==> src/rtl/apb_pkg.sv <==
// Shared definitions for the APB master bridge: FSM encoding, bus widths and
// the slave-index field of the request address.
package apb_pkg;

    typedef enum logic [1:0] {
        ST_IDLE   = 2'd0,
        ST_SETUP  = 2'd1,
        ST_ACCESS = 2'd2,
        ST_RESP   = 2'd3
    } apb_state_e;

    localparam int APB_AW     = 20;
    localparam int APB_DW     = 8;
    localparam int SLV_IDX_HI = 23;
    localparam int SLV_IDX_LO = 20;

    function automatic logic [3:0] slv_idx(input logic [23:0] addr);
        return addr[SLV_IDX_HI:SLV_IDX_LO];
    endfunction

endpackage

==> src/rtl/apb_slv_mux.sv <==
// Selects one slave's read data and ready by index; an index with no slave
// yields zero data and ready low.
module apb_slv_mux
    import apb_pkg::*;
#(
    parameter int NSLV = 8
) (
    input  logic [3:0]             idx,
    input  logic [NSLV*APB_DW-1:0] prdata,
    input  logic [NSLV-1:0]        pready,
    output logic [APB_DW-1:0]      sel_rdata,
    output logic                   sel_ready
);

    // AND-OR selection keeps the mux free of priority logic
    always_comb begin
        sel_rdata = 8'd0;
        sel_ready = 1'b0;
        for (int i = 0; i < NSLV; i++) begin
            sel_rdata = sel_rdata | (prdata[APB_DW*i +: APB_DW] & {APB_DW{idx == 4'(i)}});
            sel_ready = sel_ready | (pready[i] & (idx == 4'(i)));
        end
    end

endmodule

==> src/rtl/apb_master_bridge.sv <==
// Single-outstanding APB initiator for 8-bit peripheral slaves.
// Define APB_TIMEOUT_EN to abort ACCESS phases that stall for TIMEOUT cycles.
module apb_master_bridge
    import apb_pkg::*;
#(
    parameter int NSLV    = 8,
    parameter int TIMEOUT = 255
) (
    input  logic                   apb_pclk,
    input  logic                   rst,
    input  logic                   req_valid,
    output logic                   req_ready,
    input  logic                   req_write,
    input  logic [23:0]            req_addr,
    input  logic [7:0]             req_wdata,
    output logic                   rsp_valid,
    input  logic                   rsp_ready,
    output logic [7:0]             rsp_rdata,
    output logic                   rsp_err,
    output logic [NSLV-1:0]        apb_psel,
    output logic                   apb_penable,
    output logic                   apb_pwrite,
    output logic [19:0]            apb_paddr,
    output logic [7:0]             apb_pwdata,
    input  logic [NSLV*8-1:0]      apb_prdata,
    input  logic [NSLV-1:0]        apb_pready
);

    apb_state_e          state_q, state_d;
    logic [3:0]          idx_q, idx_d;
    logic [NSLV-1:0]     psel_q, psel_d;
    logic                penable_q, penable_d;
    logic                pwrite_q, pwrite_d;
    logic [APB_AW-1:0]   paddr_q, paddr_d;
    logic [APB_DW-1:0]   pwdata_q, pwdata_d;
    logic                req_ready_q, req_ready_d;
    logic                rsp_valid_q, rsp_valid_d;
    logic [APB_DW-1:0]   rsp_rdata_q, rsp_rdata_d;
    logic                rsp_err_q, rsp_err_d;
`ifdef APB_TIMEOUT_EN
    logic [7:0]          cnt_q, cnt_d;
`endif

    logic [3:0]          req_idx_s;
    logic                idx_ok_s;
    logic [APB_DW-1:0]   sel_rdata_s;
    logic                sel_ready_s;

    assign req_idx_s = slv_idx(req_addr);
    assign idx_ok_s  = ({1'b0, req_idx_s} < 5'(NSLV));

    apb_slv_mux #(.NSLV(NSLV)) u_slv_mux (
        .idx       (idx_q),
        .prdata    (apb_prdata),
        .pready    (apb_pready),
        .sel_rdata (sel_rdata_s),
        .sel_ready (sel_ready_s)
    );

    // Next-state and next-output computation; all outputs come from flops
    always_comb begin
        state_d     = state_q;
        idx_d       = idx_q;
        psel_d      = psel_q;
        penable_d   = penable_q;
        pwrite_d    = pwrite_q;
        paddr_d     = paddr_q;
        pwdata_d    = pwdata_q;
        req_ready_d = req_ready_q;
        rsp_valid_d = rsp_valid_q;
        rsp_rdata_d = rsp_rdata_q;
        rsp_err_d   = rsp_err_q;
`ifdef APB_TIMEOUT_EN
        cnt_d       = cnt_q;
`endif
        case (state_q)
            ST_IDLE: begin
                if (req_valid && req_ready_q) begin
                    req_ready_d = 1'b0;
                    if (idx_ok_s) begin
                        state_d  = ST_SETUP;
                        idx_d    = req_idx_s;
                        pwrite_d = req_write;
                        paddr_d  = req_addr[APB_AW-1:0];
                        pwdata_d = req_wdata;
                        for (int i = 0; i < NSLV; i++) begin
                            psel_d[i] = (req_idx_s == 4'(i));
                        end
                    end else begin
                        state_d     = ST_RESP;
                        rsp_valid_d = 1'b1;
                        rsp_err_d   = 1'b1;
                        rsp_rdata_d = 8'd0;
                    end
                end else begin
                    state_d = ST_IDLE;
                end
            end
            ST_SETUP: begin
                state_d   = ST_ACCESS;
                penable_d = 1'b1;
`ifdef APB_TIMEOUT_EN
                cnt_d     = 8'd0;
`endif
            end
            ST_ACCESS: begin
                // pready has priority over a timeout in the same cycle
                if (sel_ready_s) begin
                    state_d     = ST_RESP;
                    psel_d      = '0;
                    penable_d   = 1'b0;
                    rsp_valid_d = 1'b1;
                    rsp_err_d   = 1'b0;
                    rsp_rdata_d = pwrite_q ? 8'd0 : sel_rdata_s;
                end
`ifdef APB_TIMEOUT_EN
                else if (cnt_q == 8'(TIMEOUT)) begin
                    state_d     = ST_RESP;
                    psel_d      = '0;
                    penable_d   = 1'b0;
                    rsp_valid_d = 1'b1;
                    rsp_err_d   = 1'b1;
                    rsp_rdata_d = 8'd0;
                end else begin
                    cnt_d = cnt_q + 8'd1;
                end
`else
                else begin
                    state_d = ST_ACCESS;
                end
`endif
            end
            ST_RESP: begin
                if (rsp_ready) begin
                    state_d     = ST_IDLE;
                    rsp_valid_d = 1'b0;
                    req_ready_d = 1'b1;
                end else begin
                    state_d = ST_RESP;
                end
            end
            default: begin
                state_d     = ST_IDLE;
                psel_d      = '0;
                penable_d   = 1'b0;
                rsp_valid_d = 1'b0;
                req_ready_d = 1'b1;
            end
        endcase
    end

    // State and output registers with synchronous reset
    always_ff @(posedge apb_pclk) begin
        if (rst) begin
            state_q     <= ST_IDLE;
            idx_q       <= 4'd0;
            psel_q      <= '0;
            penable_q   <= 1'b0;
            pwrite_q    <= 1'b0;
            paddr_q     <= 20'd0;
            pwdata_q    <= 8'd0;
            req_ready_q <= 1'b1;
            rsp_valid_q <= 1'b0;
            rsp_rdata_q <= 8'd0;
            rsp_err_q   <= 1'b0;
`ifdef APB_TIMEOUT_EN
            cnt_q       <= 8'd0;
`endif
        end else begin
            state_q     <= state_d;
            idx_q       <= idx_d;
            psel_q      <= psel_d;
            penable_q   <= penable_d;
            pwrite_q    <= pwrite_d;
            paddr_q     <= paddr_d;
            pwdata_q    <= pwdata_d;
            req_ready_q <= req_ready_d;
            rsp_valid_q <= rsp_valid_d;
            rsp_rdata_q <= rsp_rdata_d;
            rsp_err_q   <= rsp_err_d;
`ifdef APB_TIMEOUT_EN
            cnt_q       <= cnt_d;
`endif
        end
    end

    assign req_ready   = req_ready_q;
    assign rsp_valid   = rsp_valid_q;
    assign rsp_rdata   = rsp_rdata_q;
    assign rsp_err     = rsp_err_q;
    assign apb_psel    = psel_q;
    assign apb_penable = penable_q;
    assign apb_pwrite  = pwrite_q;
    assign apb_paddr   = paddr_q;
    assign apb_pwdata  = pwdata_q;

endmodule

==> config.mk <==
export PLATFORM = sky130hd
export DESIGN_NAME = apb_master_bridge
export DESIGN_NICKNAME = d
export VERILOG_FILES = /design/src/rtl/apb_pkg.sv /design/src/rtl/apb_slv_mux.sv /design/src/rtl/apb_master_bridge.sv
export SDC_FILE = /design/constraint.sdc
export NUM_CORES = 1
export LEC_CHECK = 0
export BUFFER_PORTS_ARGS = -buffer_cell sky130_fd_sc_hd__buf_2
export CAP_MARGIN = 20
export CORE_MARGIN = 8
export CORE_UTILIZATION = 35
export CTS_CLUSTER_SIZE = 24
export DETAILED_ROUTE_END_ITERATION = 10
export PLACE_DENSITY_LB_ADDON = 0.12
export SYNTH_ARGS = -nofsm -noshare
export SYNTH_HDL_FRONTEND = slang
export SYNTH_SLANG_ARGS = --single-unit
==> constraint.sdc <==
create_clock -name apb_pclk -period 2.25 [get_ports apb_pclk]
set_input_delay 0.225 -clock apb_pclk [delete_from_list [all_inputs] [get_ports apb_pclk]]
set_output_delay 0.225 -clock apb_pclk [all_outputs]
set_load 0.05 [all_outputs]
Yosys cells after proc, flatten, opt, wreduce, memory -nomap -nowiden
Cells that the tools add are included.
Word-level totals
  bits of input ports: 109
  memory bits (read-only): 0
  bits in registers: 55
  logic and storage cells: 103
  memories kept: 0
  output and inout port bits: 49
  bits in writable memories: 0
  bits in latches: 0
Operators by class
  reductions and logical operators: 14
  bitwise gates (word level): 30
  mux-type cells: 25
  multiply operators: 0
  equality and inequality tests: 22
  div/mod/pow operators: 0
  shifts and indexed selects: 0
  magnitude comparators: 1
  $add $sub $neg: 0
Operator list (count)
  AND 8 bit: 8
  2-to-1 mux 8 bit: 7
  OR 8 bit: 7
  equality test 4 x 3 -> 1 bit (second input constant): 8
  case mux 8 bit (2 select lines): 2
  equality test 4 x 2 -> 1 bit (second input constant): 4
  inequality test 2 bit (second input constant): 5
  AND 1 bit: 8
  equality test 4 x 1 -> 1 bit (second input constant): 2
  logical NOT 4 bit: 2
  2-to-1 mux 1 bit: 8
  case mux 2 bit (4 select lines): 1
  AND reduction 4 bit: 2
  OR 1 bit: 7
  2-to-1 mux 2 bit: 3
  case mux 1 bit (2 select lines): 3
  AND reduction 3 bit: 2
  nonzero test 2 bit: 3
  AND reduction 5 bit: 1
  equality test 2 bit (second input constant): 2
  < comparator 4 bit (second input constant): 1
  case mux 1 bit (3 select lines): 1
  nonzero test 3 bit: 1
  equality test 2 x 1 -> 1 bit (second input constant): 1
  other kinds (3): 3

Longest topological paths before layout
  word-level depth: 12
  gate-level depth with buffers: 7
  mapped depth without buffers: 4

Hierarchy
From an unflattened synthesis, not the netlist that was laid out.
Unflattened totals
  cells, all modules: 314
  area, all modules: 2901.5 µm²
By module, submodules not included
  apb_master_bridge: times used 1, sequential area each 1101.1 µm², cells each 249, area an instance 2294.7 µm²
  apb_slv_mux: times used 1, sequential area each 0.0 µm², cells each 65, area an instance 606.8 µm²

Worst setup path after synthesis
Ideal clock, no wire load.
  path type: reg-to-reg
  from: register req_ready_q, in the netlist req_ready
  to: register pwrite_q, in the netlist apb_pwrite
  library setup time: 0.132 ns
  cell stages (with the launch flop): 7
  arrival time: 1.584 ns
  clock period less this slack: 1.716 ns
  path buffers: 2
  setup slack: 0.534 ns
  data required time: 2.118 ns
  path through: dfxtp_1 > nand4bb_4 > or2_2 > clkbuf_1 > buf_2 > nand2_1 > a21oi_1
On the way
  longest elaborated chain between the ends: 2
RTL lines
  from (decl): line apb_master_bridge.sv:36  | logic req_ready_q, req_ready_d;
  from (signal assigned): line apb_master_bridge.sv:177  | req_ready_q <= req_ready_d;
  logical AND 1 bit: line apb_master_bridge.sv:78  | if (req_valid && req_ready_q) begin
  AND reduction 3 bit (no source line)
  to (signal assigned): line apb_master_bridge.sv:174  | pwrite_q <= pwrite_d;
  to (decl): line apb_master_bridge.sv:33  | logic pwrite_q, pwrite_d;
Every way passes these cells.
A chain may end at the register's enable or synchronous reset.

Final worst setup path
  from: register idx_q[2]
  to: register rsp_rdata_q[2], in the netlist rsp_rdata[2]
On the way
  longest elaborated chain between the ends: 12
  elaborated cells between the ends (all ways): 43
  those cells by class: eq/ne: 8; mux: 3; bitwise: 30; reduce/logical: 2
RTL lines
  from (decl): line apb_master_bridge.sv:30  | logic [3:0] idx_q, idx_d;
  from (signal assigned): line apb_master_bridge.sv:171  | idx_q <= idx_d;
  equality test 4 x 1 -> 1 bit / logical NOT 4 bit (equally long branches): line apb_slv_mux.sv:20, apb_slv_mux.sv:21
  AND 8 bit: line apb_slv_mux.sv:20  | sel_rdata = sel_rdata | (prdata[APB_DW*i +: APB_DW] & {APB_DW{idx == 4'(i)}});
  OR 8 bit (7 in a row): line apb_slv_mux.sv:20
  2-to-1 mux 8 bit: line apb_master_bridge.sv:114  | rsp_rdata_d = pwrite_q ? 8'd0 : sel_rdata_s;
  2-to-1 mux 8 bit: line apb_master_bridge.sv:108  | if (sel_ready_s) begin
  case mux 8 bit (2 select lines): line apb_master_bridge.sv:76  | case (state_q)
  to (signal assigned): line apb_master_bridge.sv:179  | rsp_rdata_q <= rsp_rdata_d;
  to (decl): line apb_master_bridge.sv:38  | logic [APB_DW-1:0] rsp_rdata_q, rsp_rdata_d;
Parallel ways exist; a longest one is shown, timed or not. The select of a mux whose other input is x is not followed.

==> impl_summary.md <==
Status
The flow ran to the end, and the final reports show no timing, DRC or antenna violations.

Critical path
The delay contributed by the slowest stage of the critical path is around 0.56 ns. The worst setup path is of the reg2reg kind. The critical path data arrival time is approximately 2.1 ns. The worst setup path is captured at a flip-flop. In this run the worst path has a maximum fanout of 25. The signal on the critical path passes through buf_4, nor2b_1, a22oi_1, o311a_1, o22ai_1. For the worst setup path, the data required time is approximately 2.5 ns. Among all stages on the critical path, the largest delay is contributed by sky130_fd_sc_hd__dfxtp_1. The type of origin of the critical path is a flip-flop.

The cell family contributing the most delay on the critical path is compound AO/OA/AOI/OAI gates. Together, buffers and inverters on the worst path number 1.

Global routing
The met1 usage in global routing is 0.173. After global routing the overflow that remains totals 0. The global routing usage summed across all routing layers is 0.151. The number of antenna violations at the first check in global routing was 0.

The global-route wire length before repair is 14200 µm. The via count of the first global-routing pass was a little under 3000. The peak-usage layer in the global routing report is met2. The pin count of the biggest net entering global routing is 33. The met3 usage in global routing is 0.0713. The met2 track demand over resource in global routing is 0.250.

Synthesis
Counting flops with an async set or reset pin after synthesis yields a share of 0. The dominant combinational cell family by area after synthesis is simple AND/OR/NAND/NOR gates. The simple logic cell fraction of the synthesized area is 0.240. The cell area after synthesis is around 0.0028 mm². For this run, the register share of the synthesized area comes to 0.395.

Of the total synthesized cell area, the portion taken by full adders, half adders and majority gates is 0. The XOR/XNOR share of the synthesized area is 0. The cell count after synthesis is roughly 330. The fraction of the mapped netlist area in compound gates was 0.218. In this run, synthesis inferred 0 flip-flops with an integrated enable. In the synthesized netlist the dominant register cell turns out to be sky130_fd_sc_hd__dfxtp_1.

After synthesis, the share of cell area in mux cells is 0.0951. The number of nets in the synthesized netlist is 443. The average cell area after synthesis is between 8 and 9 µm². The number of register bits inferred by synthesis is 55. The count of distinct cell types in the synthesized netlist is 50.

The Yosys warning count is 0.

Clocking
In this run the deepest clock path goes through 2 buffers. Clock tree synthesis selected as its root buffer the cell sky130_fd_sc_hd__clkbuf_8. At the later pin of the worst-skew pair, clock insertion delay measures ~0.3 ns. The number of buffers created by CTS is 5. The total number of clock tree sinks is 55. The post-CTS clock slew at the launch and capture registers of the worst setup and hold paths is approximately 0.10 ns.

CTS built an H-tree with a depth of 2. The number of buffers inserted for hold repair after clock tree synthesis is 0. The clock tree from TritonCTS is built. Gates resized during post-CTS repair numbered 0. After clock tree synthesis, the setup repair step added 0 buffers.

STA
The count of final hold-check violations was 0. Setup repair after global routing left no endpoint under its margin. The upper clock frequency limit is 0.535 GHz.

Clock skew on the completed layout was measured at 0.0100 ns. The time the worst path needs with I/O delays and setup is around 1.9 ns. The max-slew violation total from the final report is 0. Setup violations remaining at the end of the flow were counted as 0. The total negative setup slack is 0 ns. In the post-route analysis, the smallest setup slack over all paths is about 0.38 ns. The worst pin sits at a relative slew slack of 0.464. For the pin with the worst max-slew slack, the measured transition is between 0.8 and 0.9 ns.

The ratio of final minimum period to clock period is 0.831.

Route
The via count is 2865. The number of optimization iterations in the first detailed-route pass is 4. The total wire length after detailed routing is 8870 µm. The DRC violations left is 0. The number of DRC violations after detailed-routing iteration 0 is 90. The remaining antenna violation count after routing is 0.

After detailed routing, the number of vias per cell comes to just under 5. In the final routed layout, each cell accounts on average for 15.2 µm.

Die
The effective utilization at floorplan is 0.361. The die covers around 0.011 mm². The die outline height is ~110 µm. The boundary pin count is 158. Row generation in the floorplan step produced 32 rows. After floorplanning, the core was sized to cover between 0.007 and 0.008 mm². The floorplan step set the die width to ~110 µm.

Place
The cell count after placement is ~580. OpenSTA, run right after detailed placement, puts the worst setup slack at ~0.42 ns. Detailed placement ended at an HPWL of ~7000 µm.

The routability congestion estimate from global placement is 0.869. The number of input and output port buffers inserted is ~160.

Power and ir drop
The peak supply drop is approximately 0.41 mV. The total leakage power is about 0.0016 µW. The power density of the placed cells is 628 mW/mm².

Finish
The count of inserted antenna diode cells is 0. The area growth from synthesis to layout is 33.8%. The final design utilization is 0.483. The final net count is 590. Leaving out filler cells and counting taps, the final layout contains between 500 and 600. Of the cells placed in the final design, the portion with a size suffix greater than 1 is 0.391.

Job
Max-cap violations in this run came to 0.

Hold path
The path class of the tightest hold or removal check is in2reg.
-- report_power, final --
part / internal, µW / switching, µW / total (µW)
Clock: 327 / 303 / 630
Combinational: 235 / 408 / 643
Sequential: 1030 / 42.3 / 1070
Total: 1590 / 754 / 2340
-- final cells by class --
type	count	area [µm²]
clock buffer	6	72.6
clock inverter	1	30.0
fill	790	4000
inverter	4	15.0
multi-input combinational	251	1550
sequential	55	1100
tap	102	128
timing repair buffer	164	838
-- synth_stat cells (2+ instances only) --
| master | count | area, µm² |
|---|---|---|
| sky130_fd_sc_hd__mux2i_1 | 22 | 220 |
| sky130_fd_sc_hd__nand2_1 | 85 | 319 |
| sky130_fd_sc_hd__o21ai_0 | 4 | 20.0 |
| sky130_fd_sc_hd__nand2b_1 | 2 | 12.5 |
| sky130_fd_sc_hd__inv_1 | 4 | 15.0 |
| sky130_fd_sc_hd__buf_2 | 13 | 65.1 |
| sky130_fd_sc_hd__o22ai_1 | 16 | 100 |
| sky130_fd_sc_hd__o32ai_4 | 2 | 55.1 |
| sky130_fd_sc_hd__nand3_1 | 2 | 10.0 |
| sky130_fd_sc_hd__nand3b_1 | 8 | 60.1 |
| sky130_fd_sc_hd__a22o_1 | 2 | 17.5 |
| sky130_fd_sc_hd__o21ai_1 | 7 | 35.0 |
| sky130_fd_sc_hd__dfxtp_1 | 55 | 1100 |
| sky130_fd_sc_hd__o311a_1 | 2 | 20.0 |
| sky130_fd_sc_hd__o21ai_2 | 2 | 17.5 |
| sky130_fd_sc_hd__a32o_1 | 3 | 30.0 |
| sky130_fd_sc_hd__a31oi_1 | 2 | 12.5 |
| sky130_fd_sc_hd__or3_1 | 3 | 18.8 |
| sky130_fd_sc_hd__nor3_1 | 2 | 10.0 |
| sky130_fd_sc_hd__nor2_1 | 11 | 41.3 |
| sky130_fd_sc_hd__and3_1 | 3 | 18.8 |
| sky130_fd_sc_hd__mux2_2 | 4 | 45.0 |
| sky130_fd_sc_hd__nor3b_1 | 2 | 15.0 |
| sky130_fd_sc_hd__nor2b_1 | 4 | 25.0 |
| sky130_fd_sc_hd__a21oi_1 | 38 | 190 |
| sky130_fd_sc_hd__clkbuf_1 | 8 | 30.0 |
| sky130_fd_sc_hd__a22oi_1 | 2 | 15.0 |
| sky130_fd_sc_hd__nor4_1 | 3 | 18.8 |
| sky130_fd_sc_hd__a222oi_1 | 2 | 20.0 |
-- final timing paths --
check                                                from                          to  slack (ns)  cells past startpoint
worst min register to register  apb_paddr[9]$_SDFFE_PP0P_   apb_paddr[9]$_SDFFE_PP0P_        0.45                      2
worst max register to register      idx_q[2]$_SDFFE_PP0P_   rsp_rdata[2]$_SDFFE_PP0P_        0.38                      5
worst min-delay path                         req_wdata[7]  apb_pwdata[7]$_SDFFE_PP0P_        0.15                      3
worst max-delay path                idx_q[2]$_SDFFE_PP0P_   rsp_rdata[2]$_SDFFE_PP0P_        0.38                      5
-- sequential cells by signal, summed over array words and instances, names as in the netlist --
signal / cells
state_q: 2
rsp_valid: 1
apb_paddr: 20
idx_q: 4
apb_pwrite: 1
apb_penable: 1
req_ready: 1
apb_pwdata: 8
rsp_err: 1
rsp_rdata: 8
apb_psel: 8
-- logic make-up (layout without fill, tap and decap cells) --
group                  Yosys count  after routing
AOI/OAI and AO/OA               89             89
buffers and inverters           28            175
DFF                             55             55
muxes                           26             26
and+or+nand+nor                136            136
-- cell usage in the layout (no fill, tap or decap), types with 3 or more instances in the layout --
cell type	Yosys	layout
sky130_fd_sc_hd__mux2i_1	22	22
sky130_fd_sc_hd__buf_2	13	157
sky130_fd_sc_hd__nor4_1	3	3
sky130_fd_sc_hd__nor2_1	11	10
sky130_fd_sc_hd__a32o_1	3	3
sky130_fd_sc_hd__clkbuf_8	0	5
sky130_fd_sc_hd__buf_4	1	7
sky130_fd_sc_hd__nand3b_1	8	8
sky130_fd_sc_hd__a21oi_1	38	38
sky130_fd_sc_hd__dfxtp_1	55	55
sky130_fd_sc_hd__o21ai_0	4	4
sky130_fd_sc_hd__mux2_2	4	4
sky130_fd_sc_hd__o22ai_1	16	16
sky130_fd_sc_hd__or3_1	3	3
sky130_fd_sc_hd__o21ai_1	7	7
sky130_fd_sc_hd__nor2b_1	4	4
sky130_fd_sc_hd__nand2_1	85	85
sky130_fd_sc_hd__inv_1	4	4
sky130_fd_sc_hd__and3_1	3	3
-- worst min-delay path, delay by kind of cell --
kind                   cells  cell delay (ns)
buffers and inverters      1             0.09
AOI/OAI and AO/OA          1             0.05
and+or+nand+nor            1             0.04
-- per-layer routing --
metal	share of wire	wire length (µm)
met1	0.43	3830
met2	0.45	4030
met3	0.11	948
met4	0.0071	63
met5	0	0
-- metrics by stage --
stage	hold slack (ns)	total power (µW)	cell area [µm²]
floorplan	0.345	1540	2790
global placement	0.437	1740	3630
detailed placement	0.443	1740	3630
CTS	0.138	2380	3730
global route	0.139	2470	3730
finish	0.151	2340	3730
Note: power is estimated with default switching activity, not from simulation.
